==> config.mk <==
export PLATFORM = sky130hd
export DESIGN_NAME = axi4_burst_ram_ctrl
export DESIGN_NICKNAME = d
export VERILOG_FILES = /design/src/rtl/axi4_burst_ram_ctrl.sv
export SDC_FILE = /design/constraint.sdc
export NUM_CORES = 1
export LEC_CHECK = 0
export ABC_AREA = 1
export BUFFER_PORTS_ARGS = -buffer_cell sky130_fd_sc_hd__buf_2
export CORE_ASPECT_RATIO = 1.75
export CORE_MARGIN = 10
export CORE_UTILIZATION = 25
export DETAILED_ROUTE_END_ITERATION = 10
export PLACE_DENSITY = 0.44
export SYNTH_ARGS = -nofsm -noshare
export SYNTH_HDL_FRONTEND = slang
export SYNTH_SLANG_ARGS = --single-unit
==> constraint.sdc <==
create_clock -name S_AXI_ACLK -period 1.4 [get_ports S_AXI_ACLK]
set_input_delay 0.21 -clock S_AXI_ACLK [delete_from_list [all_inputs] [get_ports S_AXI_ACLK]]
set_output_delay 0.21 -clock S_AXI_ACLK [all_outputs]
set_load 0.02 [all_outputs]
==> src/rtl/axi4_burst_ram_ctrl.sv <==
// AXI4 burst sequencer for a single-ported RAM wrapper (FIXED/INCR/WRAP).
// Define AXI4_WRAP_BURST_EN for true WRAP bursts; otherwise WRAP acts as INCR.
module axi4_burst_ram_ctrl #(
  parameter int C_S_AXI_ADDR_WIDTH = 6,
  parameter int C_S_AXI_DATA_WIDTH = 32,
  parameter int ADDR_LSB = (C_S_AXI_DATA_WIDTH / 32) + 1
) (
  input  logic                          S_AXI_ACLK,
  input  logic                          S_AXI_ARESET,
  input  logic [C_S_AXI_ADDR_WIDTH-1:0] S_AXI_AWADDR,
  input  logic [7:0]                    S_AXI_AWLEN,
  input  logic [1:0]                    S_AXI_AWBURST,
  input  logic                          S_AXI_AWVALID,
  output logic                          S_AXI_AWREADY,
  input  logic                          S_AXI_WVALID,
  input  logic                          S_AXI_WLAST,
  output logic [1:0]                    S_AXI_BRESP,
  output logic                          S_AXI_BVALID,
  input  logic                          S_AXI_BREADY,
  input  logic [C_S_AXI_ADDR_WIDTH-1:0] S_AXI_ARADDR,
  input  logic [7:0]                    S_AXI_ARLEN,
  input  logic [1:0]                    S_AXI_ARBURST,
  input  logic                          S_AXI_ARVALID,
  output logic                          S_AXI_ARREADY,
  input  logic                          S_AXI_RREADY,
  output logic                          S_AXI_RLAST,
  output logic [1:0]                    S_AXI_RRESP,
  output logic                          axi_wready,
  output logic                          axi_rvalid,
  output logic                          axi_awv_awr_flag,
  output logic                          axi_arv_arr_flag,
  output logic [C_S_AXI_ADDR_WIDTH-1:0] axi_awaddr,
  output logic [C_S_AXI_ADDR_WIDTH-1:0] axi_araddr
);

  localparam int AW = C_S_AXI_ADDR_WIDTH;
  localparam logic [AW-1:0] INC = AW'(1 << ADDR_LSB);

`ifdef AXI4_WRAP_BURST_EN
  localparam bit WRAP_EN = 1'b1;
`else
  localparam bit WRAP_EN = 1'b0;
`endif

  typedef enum logic [2:0] {
    IDLE,
    WDATA,
    WRESP,
    RWAIT,
    RDATA
  } state_t;

  state_t        state_q, state_d;
  logic          last_rd_q, last_rd_d;
  logic [AW-1:0] awaddr_q, awaddr_d;
  logic [AW-1:0] araddr_q, araddr_d;
  logic [7:0]    len_q, len_d;
  logic [7:0]    cnt_q, cnt_d;
  logic [1:0]    burst_q, burst_d;
  logic          err_q, err_d;
  logic          awready, arready;
  logic          grant_w, grant_r;
  logic          final_beat;

  function automatic logic len_ok(input logic [7:0] len);
    return (len == 8'd1) || (len == 8'd3) ||
           (len == 8'd7) || (len == 8'd15);
  endfunction

  function automatic logic wrap_ok(input logic [1:0] burst,
                                   input logic [7:0] len);
    return WRAP_EN && (burst == 2'b10) && len_ok(len);
  endfunction

  function automatic logic bad_wrap(input logic [1:0] burst,
                                    input logic [7:0] len);
    return WRAP_EN && (burst == 2'b10) && !len_ok(len);
  endfunction

  function automatic logic [AW-1:0] next_addr(
    input logic [AW-1:0] addr,
    input logic [1:0]    burst,
    input logic [7:0]    len
  );
    logic [AW-1:0] inc;
    logic [AW-1:0] mask;
    logic [15:0]   bnd;
    inc  = addr + INC;
    bnd  = (16'(len) + 16'd1) << ADDR_LSB;
    mask = AW'(bnd - 16'd1);
    if (burst == 2'b00) return addr;
    if (wrap_ok(burst, len)) return (addr & ~mask) | (inc & mask);
    return inc;
  endfunction

  assign final_beat = (cnt_q == len_q);
  // Contention goes to whichever side did not win last time.
  assign grant_w = S_AXI_AWVALID && (!S_AXI_ARVALID || last_rd_q);
  assign grant_r = S_AXI_ARVALID && !grant_w;

  always_comb begin
    state_d   = state_q;
    last_rd_d = last_rd_q;
    awaddr_d  = awaddr_q;
    araddr_d  = araddr_q;
    len_d     = len_q;
    cnt_d     = cnt_q;
    burst_d   = burst_q;
    err_d     = err_q;
    awready   = 1'b0;
    arready   = 1'b0;
    unique case (state_q)
      IDLE: begin
        if (grant_w) begin
          awready   = 1'b1;
          awaddr_d  = S_AXI_AWADDR;
          len_d     = S_AXI_AWLEN;
          burst_d   = S_AXI_AWBURST;
          cnt_d     = 8'd0;
          err_d     = bad_wrap(S_AXI_AWBURST, S_AXI_AWLEN);
          last_rd_d = 1'b0;
          state_d   = WDATA;
        end else if (grant_r) begin
          arready   = 1'b1;
          araddr_d  = S_AXI_ARADDR;
          len_d     = S_AXI_ARLEN;
          burst_d   = S_AXI_ARBURST;
          cnt_d     = 8'd0;
          err_d     = bad_wrap(S_AXI_ARBURST, S_AXI_ARLEN);
          last_rd_d = 1'b1;
          state_d   = RWAIT;
        end
      end
      WDATA: begin
        if (S_AXI_WVALID) begin
          // Burst length is taken from AWLEN; WLAST only flags errors.
          err_d    = err_q | (S_AXI_WLAST != final_beat);
          awaddr_d = next_addr(awaddr_q, burst_q, len_q);
          cnt_d    = cnt_q + 8'd1;
          if (final_beat) state_d = WRESP;
        end
      end
      WRESP: begin
        if (S_AXI_BREADY) begin
          err_d   = 1'b0;
          state_d = IDLE;
        end
      end
      RWAIT: state_d = RDATA;
      RDATA: begin
        if (S_AXI_RREADY) begin
          if (final_beat) begin
            err_d   = 1'b0;
            state_d = IDLE;
          end else begin
            araddr_d = next_addr(araddr_q, burst_q, len_q);
            cnt_d    = cnt_q + 8'd1;
            state_d  = RWAIT;
          end
        end
      end
      default: state_d = IDLE;
    endcase
  end

  always_ff @(posedge S_AXI_ACLK or posedge S_AXI_ARESET) begin
    if (S_AXI_ARESET) begin
      state_q   <= IDLE;
      last_rd_q <= 1'b1;
      awaddr_q  <= '0;
      araddr_q  <= '0;
      len_q     <= '0;
      cnt_q     <= '0;
      burst_q   <= '0;
      err_q     <= 1'b0;
    end else begin
      state_q   <= state_d;
      last_rd_q <= last_rd_d;
      awaddr_q  <= awaddr_d;
      araddr_q  <= araddr_d;
      len_q     <= len_d;
      cnt_q     <= cnt_d;
      burst_q   <= burst_d;
      err_q     <= err_d;
    end
  end

  // The ready strobes are combinational, so mask them while in reset.
  assign S_AXI_AWREADY    = awready & ~S_AXI_ARESET;
  assign S_AXI_ARREADY    = arready & ~S_AXI_ARESET;
  assign axi_wready       = (state_q == WDATA);
  assign axi_awv_awr_flag = (state_q == WDATA);
  assign S_AXI_BVALID     = (state_q == WRESP);
  assign S_AXI_BRESP      = (state_q == WRESP && err_q) ? 2'b10 : 2'b00;
  assign axi_arv_arr_flag = (state_q == RWAIT);
  assign axi_rvalid       = (state_q == RDATA);
  assign S_AXI_RLAST      = (state_q == RDATA) && final_beat;
  assign S_AXI_RRESP      = (state_q == RDATA && err_q) ? 2'b10 : 2'b00;
  assign axi_awaddr       = awaddr_q;
  assign axi_araddr       = araddr_q;

endmodule

* After elaboration in Yosys (flattened, before gate mapping)
Index checks and enable logic that the tools add are counted.
** Word-level totals
- Flip-flop bits (word level) :: 35
- Output and inout bits :: 24
- Logic and storage cells :: 104
** Operators by class
- $add $sub $neg :: 3
- Equality and inequality tests :: 18
- Muxes and demuxes :: 50
- Bitwise operators :: 4
- Reductions and logical operators :: 21
** Operator list (count)
- $mux 8 :: 7
- $mux 6 :: 8
- $pmux 6 s2 :: 2
- $pmux 8 s3 :: 1
- $mux 1 :: 19
- $mux 3 :: 6
- $pmux 3 s5 :: 1
- $add 6x3->6 const B :: 2
- $ne 2x2->1 const B :: 6
- $reduce_and 6->1 :: 2
- $mux 2 :: 5
- $reduce_and 5->1 :: 2
- $ne 3x3->1 const B :: 3
- $add 8x1->8 const B :: 1
- $eq 8x8->1 :: 1
- $eq 3x2->1 const B :: 2
- $ne 2x1->1 const B :: 3
- $reduce_bool 2->1 :: 3
- $logic_and 1x1->1 :: 5
- $pmux 1 s4 :: 1
- $reduce_and 4->1 :: 1
- $reduce_bool 4->1 :: 1
- $eq 3x1->1 const B :: 1
- $eq 3x3->1 const B :: 1
- other kinds (10) :: 12

* Longest topological paths before layout
Gate-level depths: netlist of the first run.
- Depth after elaboration :: 9
- Mapped depth :: 11
- Depth with buffers taken out :: 11

* Least setup slack after synthesis of the first run
OpenSTA, ideal clock, no wires.
- Path kind :: register to output
- From :: reg last_rd_q
- To :: out S_AXI_ARREADY
- Data arrival time :: 1.292 ns
- Slack :: -0.102 ns
- Cell stages (with the launch flop) :: 7
- Buffers on the path :: 0
- Cell sequence :: dfstp_2 inv_1 nand2_1 nand2_1 a21oi_2 nand2_1 nor2_1
** Between the ends
- Longest elaborated chain between the ends :: 8
** RTL lines
- from (decl) :: RTL line 54 : logic last_rd_q, last_rd_d;
- from (signal assigned) :: RTL line 178 : last_rd_q <= last_rd_d;
- $logic_or 1x1->1 (*) :: RTL line 98 : assign grant_w = S_AXI_AWVALID && (!S_AXI_ARVALID || last_rd_q);
- $logic_and 1x1->1 (*) :: RTL line 98
- $logic_not 1->1 :: RTL line 99 : assign grant_r = S_AXI_ARVALID && !grant_w;
- $logic_and 1x1->1 :: RTL line 99
- $mux 1 :: RTL line 123 : end else if (grant_r) begin
- $mux 1 (*) :: RTL line 114 : if (grant_w) begin
- $mux 1 (*) :: RTL line 112 : unique case (state_q)
- $and 1x1->1 (*) :: RTL line 190 : assign S_AXI_ARREADY = arready & ~S_AXI_ARESET;
- to (decl) :: RTL line 24 : output logic S_AXI_ARREADY,
Mark *: on every way between the ends. The rest lies on a longest branch, timed or not.

* Worst setup path in the final report of the first run
- From :: reg state_q[1]
- To :: out S_AXI_ARREADY
** Between the ends
- Longest elaborated chain between the ends :: 3
** RTL lines
- from (decl) :: RTL line 53 : state_t state_q, state_d;
- from (signal assigned) :: RTL line 177 : state_q <= state_d;
- $logic_not 3->1 :: RTL line 112
- $mux 1 :: RTL line 112
- $and 1x1->1 :: RTL line 190
No other way between the ends.

==> reports/qor.csv, run 1 <==
stage,metric,value,unit
status,status,finished with violations,
status,failing checks,setup timing,
logic_synthesis,Yosys warnings,0,
power_and_ir_drop,sequential cell fraction of total power,24.8,%
logic_synthesis,Netlist Area Pre-Place,2122,sq um
logic_synthesis,"top cells by area, synth","dfrtp_1 (40%), nand2_1 (16%), inv_1 (4.2%), nor2_1 (4.1%), nand3_1 (3.3%)",
global_routing,Overflow after GRT,0,
sta,Clock Skews,6.220,ps
routing,Total Wirelength,6349,microns
global_routing,vias in the first global route,2282,
finish,Area Overhead vs Synth,59.37,%
logic_synthesis,Synth cell types,37,
logic_synthesis,Yosys top cell by area,dfrtp_1,
routing,met2 wire length,3533,microns
worst_setup_path,Setup crit end kind,output pin,
cts,H-tree levels,2,
power_and_ir_drop,Power Dens Cells,2120,nW/um^2
die,Die W,89.65,microns
die,Core Footprint,8313,sq um
die,I/O Pins,64,
cts,root buf cell,clkbuf_16,
placement,Placed Cells incl. Taps,479,
worst_setup_path,Crit path largest cell delay,430,ps
logic_synthesis,sequential fraction of the synthesis area,41.33,%
global_routing,initial antenna violation count,0,
worst_setup_path,"critical path fanouts, max",4,
sta,Final Worst Setup Slack,-250.2,ps
power_and_ir_drop,Comb pwr share,58.7,%
finish,diodes inserted,0,
power_and_ir_drop,leakage power,1.700,nW
worst_setup_path,CP cell instances,nor2_4 > nand2_4 > a21oi_4 > nand2_2 > nor2_2 > buf_6,
power_and_ir_drop,net switching power,3.031,mW
cts,clock buffer count from CTS,5,
placement,Port Buffer Count,61,
die,Total Die Area,12720,sq um
placement,dpl hpwl,4950,microns
cts,CTS clock-pin slew for the worst setup and hold paths,60,ps
logic_synthesis,async set-reset flop share out of synthesis,100.0,%
routing,Wirelength per Cell,12.35,microns
logic_synthesis,Post-synth top flop,dfrtp_1,
global_routing,pin count of the biggest net entering global routing,22,
cts,CTS tree,yes,
sta,min cycle time layout,1650,ps
routing,number of remaining DRC errors,0,
job,max-cap viol count,0,
global_routing,gr usage total,10.57,%
cts,Clock Latency Late Sink,290,ps
worst_setup_path,CP required,1190,ps
die,row cnt,44,
power_and_ir_drop,clock power share,16.5,%
worst_setup_path,CP arrival,1440,ps
sta,Final period util,117.9,%
sta,fmax,606.0,MHz
logic_synthesis,synthesis-stage register bit count,35,
routing,ANT nets after route,0,
cts,clk buf depth,2,
sta,fin. max-slew vios,0,
sta,hold_ws,155.4,ps
placement,final RePlAce weighted congestion,0.8214,
placement,placed cell area,2768,sq um
routing,Pre-antenna DRT Iters,4,
sta,final number of setup-violating endpoints,33,
routing,metal1 wirelength,2370,microns
global_routing,first-pass GRT wire length,10490,microns
routing,Met3 Wirelength,327,microns
power_and_ir_drop,sw frac,42.29,%
power_and_ir_drop,Internal,4.137,mW
routing,vias per inst,4.228,
power_and_ir_drop,peak supply drop,0.6834,mV
min_path,Hold WC Path Type,primary input to flop,
logic_synthesis,Syn Area/Cell,7.606,sq um
worst_setup_path,critical path class,flop to output pin,
finish,Nets,441,
logic_synthesis,Post-Syn Instances,279,
routing,vias,2173,
logic_synthesis,post-synth top area share,40.09,%
worst_setup_path,startpoint types,flop,
finish,final core utilization,40.68,%
routing,highest routed layer,met4,
worst_setup_path,slowest cell on the critical path,dfrtp_2,
finish,share of cells above drive strength 1,46.37,%
finish,final instance area,3382,sq um
sta,unrepaired setup endpoints after global routing,true,
die,die height,141.9,microns
cts,# clock sinks,35,
routing,drt initial violations,44,
finish,fin cells,514,
die,starting density of the core,25.53,%
sta,final hold vios,0,
logic_synthesis,"EDFF count, synth",0,
-- worst paths after layout --
| kind | startpoint | endpoint | slack, ps | depth (start not counted) |
|---|---|---|---|---|
| worst max-delay path | state_q[1] | S_AXI_ARREADY | -250 | 6 |
| worst min-delay path | S_AXI_AWADDR[0] | axi_awaddr[0] | 160 | 2 |
| worst max register to register | state_q[2] | cnt_q[4] | -210 | 9 |
| worst min register to register | err_q | err_q | 470 | 2 |
| max in group asynchronous | S_AXI_ARESET | cnt_q[0] | 500 | 4 |
| min in group asynchronous | S_AXI_ARESET | axi_araddr[1] | 390 | 3 |
-- layer usage --
layer / vias up / track usage, %
met5: - / 0
met3: 7 / 1.950
li1: 1122 / -
met1: 989 / 10.73
met4: 0 / 5.303
met2: 55 / 19.47
-- registers in the layout, summed over array words and instances (netlist names) --
name        flops
axi_araddr      6
state_q         3
len_q           8
err_q           1
burst_q         2
cnt_q           8
last_rd_q       1
axi_awaddr      6
-- stage by stage --
stage	setup WS [ps]	power, mW	TNS (ps)
3_3_place_gp	-84.67	4.969	-1016
3_5_place_dp	-94.07	4.995	-1378
6_report	-250.2	7.169	-4557
5_1_grt	-296.8	7.781	-8082
4_1_cts	-281.2	6.893	-4830
2_1_floorplan	10.87	3.914	0
-- repair_timing --
action                                  4_1_cts  5_1_grt
endpoints found under the setup margin       41       44
hold endpoints to repair                      2        0
resized for setup                            50       25
pin swaps                                    18       19
hold buffers                                  1        0
buffers inserted                             16       13
-- synth_stat cells, drive strengths merged (3+ instances only) --
library cell,instances
nor3,3
xor2,6
inv,27
nand2,92
a21oi,9
nor2,28
a31oi,11
buf,9
dfrtp,34
or2,3
o21ai,16
ha,3
xnor2,5
mux2,5
nand3,16
-- layout make-up --
| class | instances | area, sq um |
|---|---|---|
| Clock buffer | 8 | 156.4 |
| Multi-Input combinational cell | 205 | 1235 |
| Timing Repair Buffer | 122 | 854.6 |
| Sequential cell | 35 | 878.3 |
| Tap cell | 115 | 143.9 |
| Fill cell | 897 | 4931 |
| Inverter | 29 | 113.9 |
-- power groups by stage --
stage          logic, mW  clock network (mW)  registers [mW]
6_report            4.21                1.18            1.78
5_1_grt             4.69                1.25            1.84
4_1_cts             3.89                1.22            1.78
3_5_place_dp        3.20                   0            1.79
3_3_place_gp        3.19                   0            1.78
2_1_floorplan       1.96                   0            1.95
-- critical path, delay by kind of cell (launching register included) --
kind,cells,cell delay [ps]
simple gates,4,460
flops,1,430
compound gates,1,130
buf+inv,1,120
-- cell families (layout without fill, tap and decap cells) --
logic type / after synthesis / in the layout / synth area share (%)
DFF: 35 / 35 / 41.33
AOI/OAI and AO/OA: 38 / 38 / 10.26
adders and majority gates: 3 / 3 / 1.769
other: 1 / 2 / 0.1767
muxes: 5 / 5 / 2.653
and+or+nand+nor: 146 / 146 / 30.72
buffers and inverters: 40 / 159 / 8.550
xor gates and xnor gates: 11 / 11 / 4.540
-- cell usage in the layout (no fill, tap or decap), types with 2 or more instances in the layout --
cell type  instances
inv_2              8
nand3b_1           2
a21oi_1            5
nand2_2            7
clkbuf_8           2
nand2_4            7
xor2_1             6
nand2_1           78
dfrtp_1           33
nand3_1           11
mux2_4             2
xnor2_1            4
or2_2              2
nor2_1            17
nand3_2            4
inv_1             18
buf_2             51
nor2_2             4
o21ai_0            5
nor3_4             2
ha_1               3
conb_1             2
a21oi_2            3
nor2_4             7
mux2_2             2
a31oi_1           11
inv_4              2
clkbuf_16          5
buf_6             17
buf_4             53
o21ai_1           10
(Power assumes the default switching activity.)
==> run 2, diff against run 1 <==
GPL_TIMING_DRIVEN = 0   (was unset)
==> reports/qor.csv, run 2 (synthesis gave the netlist of run 1 again) <==
stage,metric,value,unit,change
die,Total Die Area,12720,sq um,unchanged
worst_setup_path,CP arrival,1450,ps,about the same
sta,hold_ws,99.86,ps,-55.55 ps
cts,clk buf depth,2,,unchanged
global_routing,Overflow after GRT,0,,unchanged
worst_setup_path,RR Startpoint,state_q[1],,
routing,Total Wirelength,6716,microns,+5.8%
die,starting density of the core,25.53,%,unchanged
routing,ANT nets after route,0,,unchanged
sta,unrepaired setup endpoints after global routing,true,,
worst_setup_path,Worst Setup SP,state_q[1],,
finish,fin cells,497,,-3.3%
power_and_ir_drop,peak supply drop,0.8165,mV,+19%
finish,Area Overhead vs Synth,60.14,%,
sta,Fin Setup TNS,-4956,ps,-398.6 ps
cts,clock buffer count from CTS,5,,unchanged
die,Die W,89.65,microns,unchanged
global_routing,gr usage total,10.97,%,+0.39 points
worst_setup_path,CP cell instances,nor2_4 > nand2_4 > a21oi_4 > nand2_2 > nor2_2 > buf_6,,
routing,drt initial violations,53,,+20%
placement,Placed Cells incl. Taps,456,,-4.8%
power_and_ir_drop,Internal,4.321,mW,+4.4%
die,row cnt,44,,unchanged
worst_setup_path,Setup crit end kind,output pin,,
sta,Final period util,118.7,%,+0.82 points
sta,final number of setup-violating endpoints,38,,+15%
finish,"commonest non-fill, non-tap cell in the layout",nand2_1,,
worst_setup_path,critical path class,flop to output pin,,
power_and_ir_drop,total power,7.564,mW,+5.5%
power_and_ir_drop,leakage power,1.653,nW,-2.8%
job,max-cap viol count,0,,unchanged
sta,min cycle time layout,1662,ps,+11.43 ps
worst_setup_path,Crit path largest cell delay,440,ps,about the same
sta,final hold vios,0,,unchanged
cts,# clock sinks,35,,unchanged
worst_setup_path,startpoint types,flop,,
placement,dpl hpwl,4706,microns,-4.9%
power_and_ir_drop,Power Dens Cells,2226,nW/um^2,+5.0%
die,Core Footprint,8313,sq um,unchanged
global_routing,initial antenna violation count,0,,unchanged
sta,fmax,601.8,MHz,-0.69%
routing,number of remaining DRC errors,0,,unchanged
power_and_ir_drop,sw frac,42.88,%,+0.59 points
routing,Wirelength per Cell,13.51,microns,+9.4%
finish,Largest regs,"cnt_q x8, len_q x8",,
routing,Pre-antenna DRT Iters,4,,unchanged
status,failing checks,setup timing,,
power_and_ir_drop,clock power share,15.8,%,-0.7 points
die,die height,141.9,microns,unchanged
cts,CTS tree,yes,,
sta,worst slew pin tran,760.1,ps,
finish,share of cells above drive strength 1,48.43,%,+2.1 points
worst_setup_path,CP required,1190,ps,about the same
sta,Final Worst Setup Slack,-261.7,ps,-11.43 ps
cts,root buf cell,clkbuf_16,,
finish,diodes inserted,0,,unchanged
finish,Nets,424,,-3.9%
sta,fin. max-slew vios,0,,unchanged
global_routing,vias in the first global route,2308,,+1.1%
placement,Port Buffer Count,61,,unchanged
die,I/O Pins,64,,unchanged
power_and_ir_drop,sequential cell fraction of total power,24.3,%,-0.5 points
routing,vias per inst,4.288,,+1.4%
routing,vias,2131,,-1.9%
sta,Clock Skews,6.625,ps,+0.4047 ps
cts,Clock Latency Late Sink,290,ps,about the same
worst_setup_path,"critical path fanouts, max",4,,unchanged
global_routing,pin count of the biggest net entering global routing,36,,+64%
placement,final RePlAce weighted congestion,0.8420,,+2.5%
power_and_ir_drop,Comb pwr share,59.9,%,+1.2 points
cts,H-tree levels,2,,unchanged
worst_setup_path,slowest cell on the critical path,dfrtp_2,,
cts,CTS clock-pin slew for the worst setup and hold paths,60,ps,about the same
sta,Rel. slew slack,49.25,%,
finish,Layout fillers,856,,-4.6%
power_and_ir_drop,net switching power,3.244,mW,+7.0%
status,status,finished with violations,,
global_routing,first-pass GRT wire length,10900,microns,+3.8%
finish,most frequent cells in the layout,"nand2_1 (74), buf_2 (52), buf_4 (29)",,
min_path,Hold WC Path Type,primary input to asynchronous set/reset pin,,
run 2: cell types whose count changed in the layout (fill, tap and decap cells not counted), moves of 3 or more:
cell	before	now
nand2_2	7	10
dfrtp_2	1	6
nand3_2	4	0
dfrtp_1	33	28
o21ai_1	10	7
buf_4	53	29
o21ai_2	1	5
nand2_1	78	74
run 2: critical path, delay by kind of cell (launching register included):
kind,cells,cell delay (ps)
flops,1,440
simple gates,4,470
compound gates,1,130
buf+inv,1,120
run 2: area by class of cell:
type | instances | area [sq um] | area share (%)
multi-input cells | 206 | 1315 | 38.70
well taps | 115 | 143.9 | 4.234
clock buffers | 8 | 156.4 | 4.602
plain buffers | 8 | 77.57 | 2.283
flip-flops and latches | 35 | 884.6 | 26.03
repair buffers | 96 | 696.9 | 20.51
inverters | 29 | 123.9 | 3.645
run 2: final timing paths:
| check | slack [ps] | cells past startpoint | to |
|---|---|---|---|
| setup reg to reg | -250 | 8 | cnt_q[2] |
| hold reg to reg | 470 | 2 | err_q |
| hold / removal | 100 | 2 | state_q[2] |
| min in group S_AXI_ACLK | 160 | 2 | axi_araddr[0] |
| max in group asynchronous | 760 | 2 | cnt_q[4] |
| setup / recovery | -260 | 6 | S_AXI_ARREADY |
run 2: through the flow:
stage	setup WS (ps)	cell area (sq um)	util (%)
after floorplan	10.87	2136	-
after global placement	-248.9	2585	31.10
after detailed placement	-204.9	2585	31.10
after CTS	-284.3	3173	38.17
after global routing	-362.4	3398	40.88
final	-261.7	3398	40.88
run 2: metal layers:
layer | vias to the layer above | share of wire [%] | GRT usage (%) | wire length, microns
met3 | 11 | 5.4 | 2.523 | 363
met5 | - | 0 | 0 | 0
li1 | 1092 | - | - | -
met2 | 53 | 56 | 19.59 | 3751
met4 | 0 | 2.4 | 5.808 | 161
met1 | 975 | 36 | 11.25 | 2440
run 2: power groups by stage:
stage          Clock (mW)  Sequential (mW)  Combinational (mW)
6_report             1.20             1.84                4.53
3_5_place_dp            0             1.80                2.96
4_1_cts              1.23             1.81                3.96
5_1_grt              1.27             1.92                4.99
2_1_floorplan           0             1.95                1.96
3_3_place_gp            0             1.78                2.93
run 2: what timing repair did:
action | 4_1_cts | 5_1_grt
buffers inserted | 22 | 14
hold buffers | 0 | 0
setup endpoints to repair | 42 | 44
pin swaps | 23 | 22
resized for setup | 81 | 31
cloned | 0 | 3
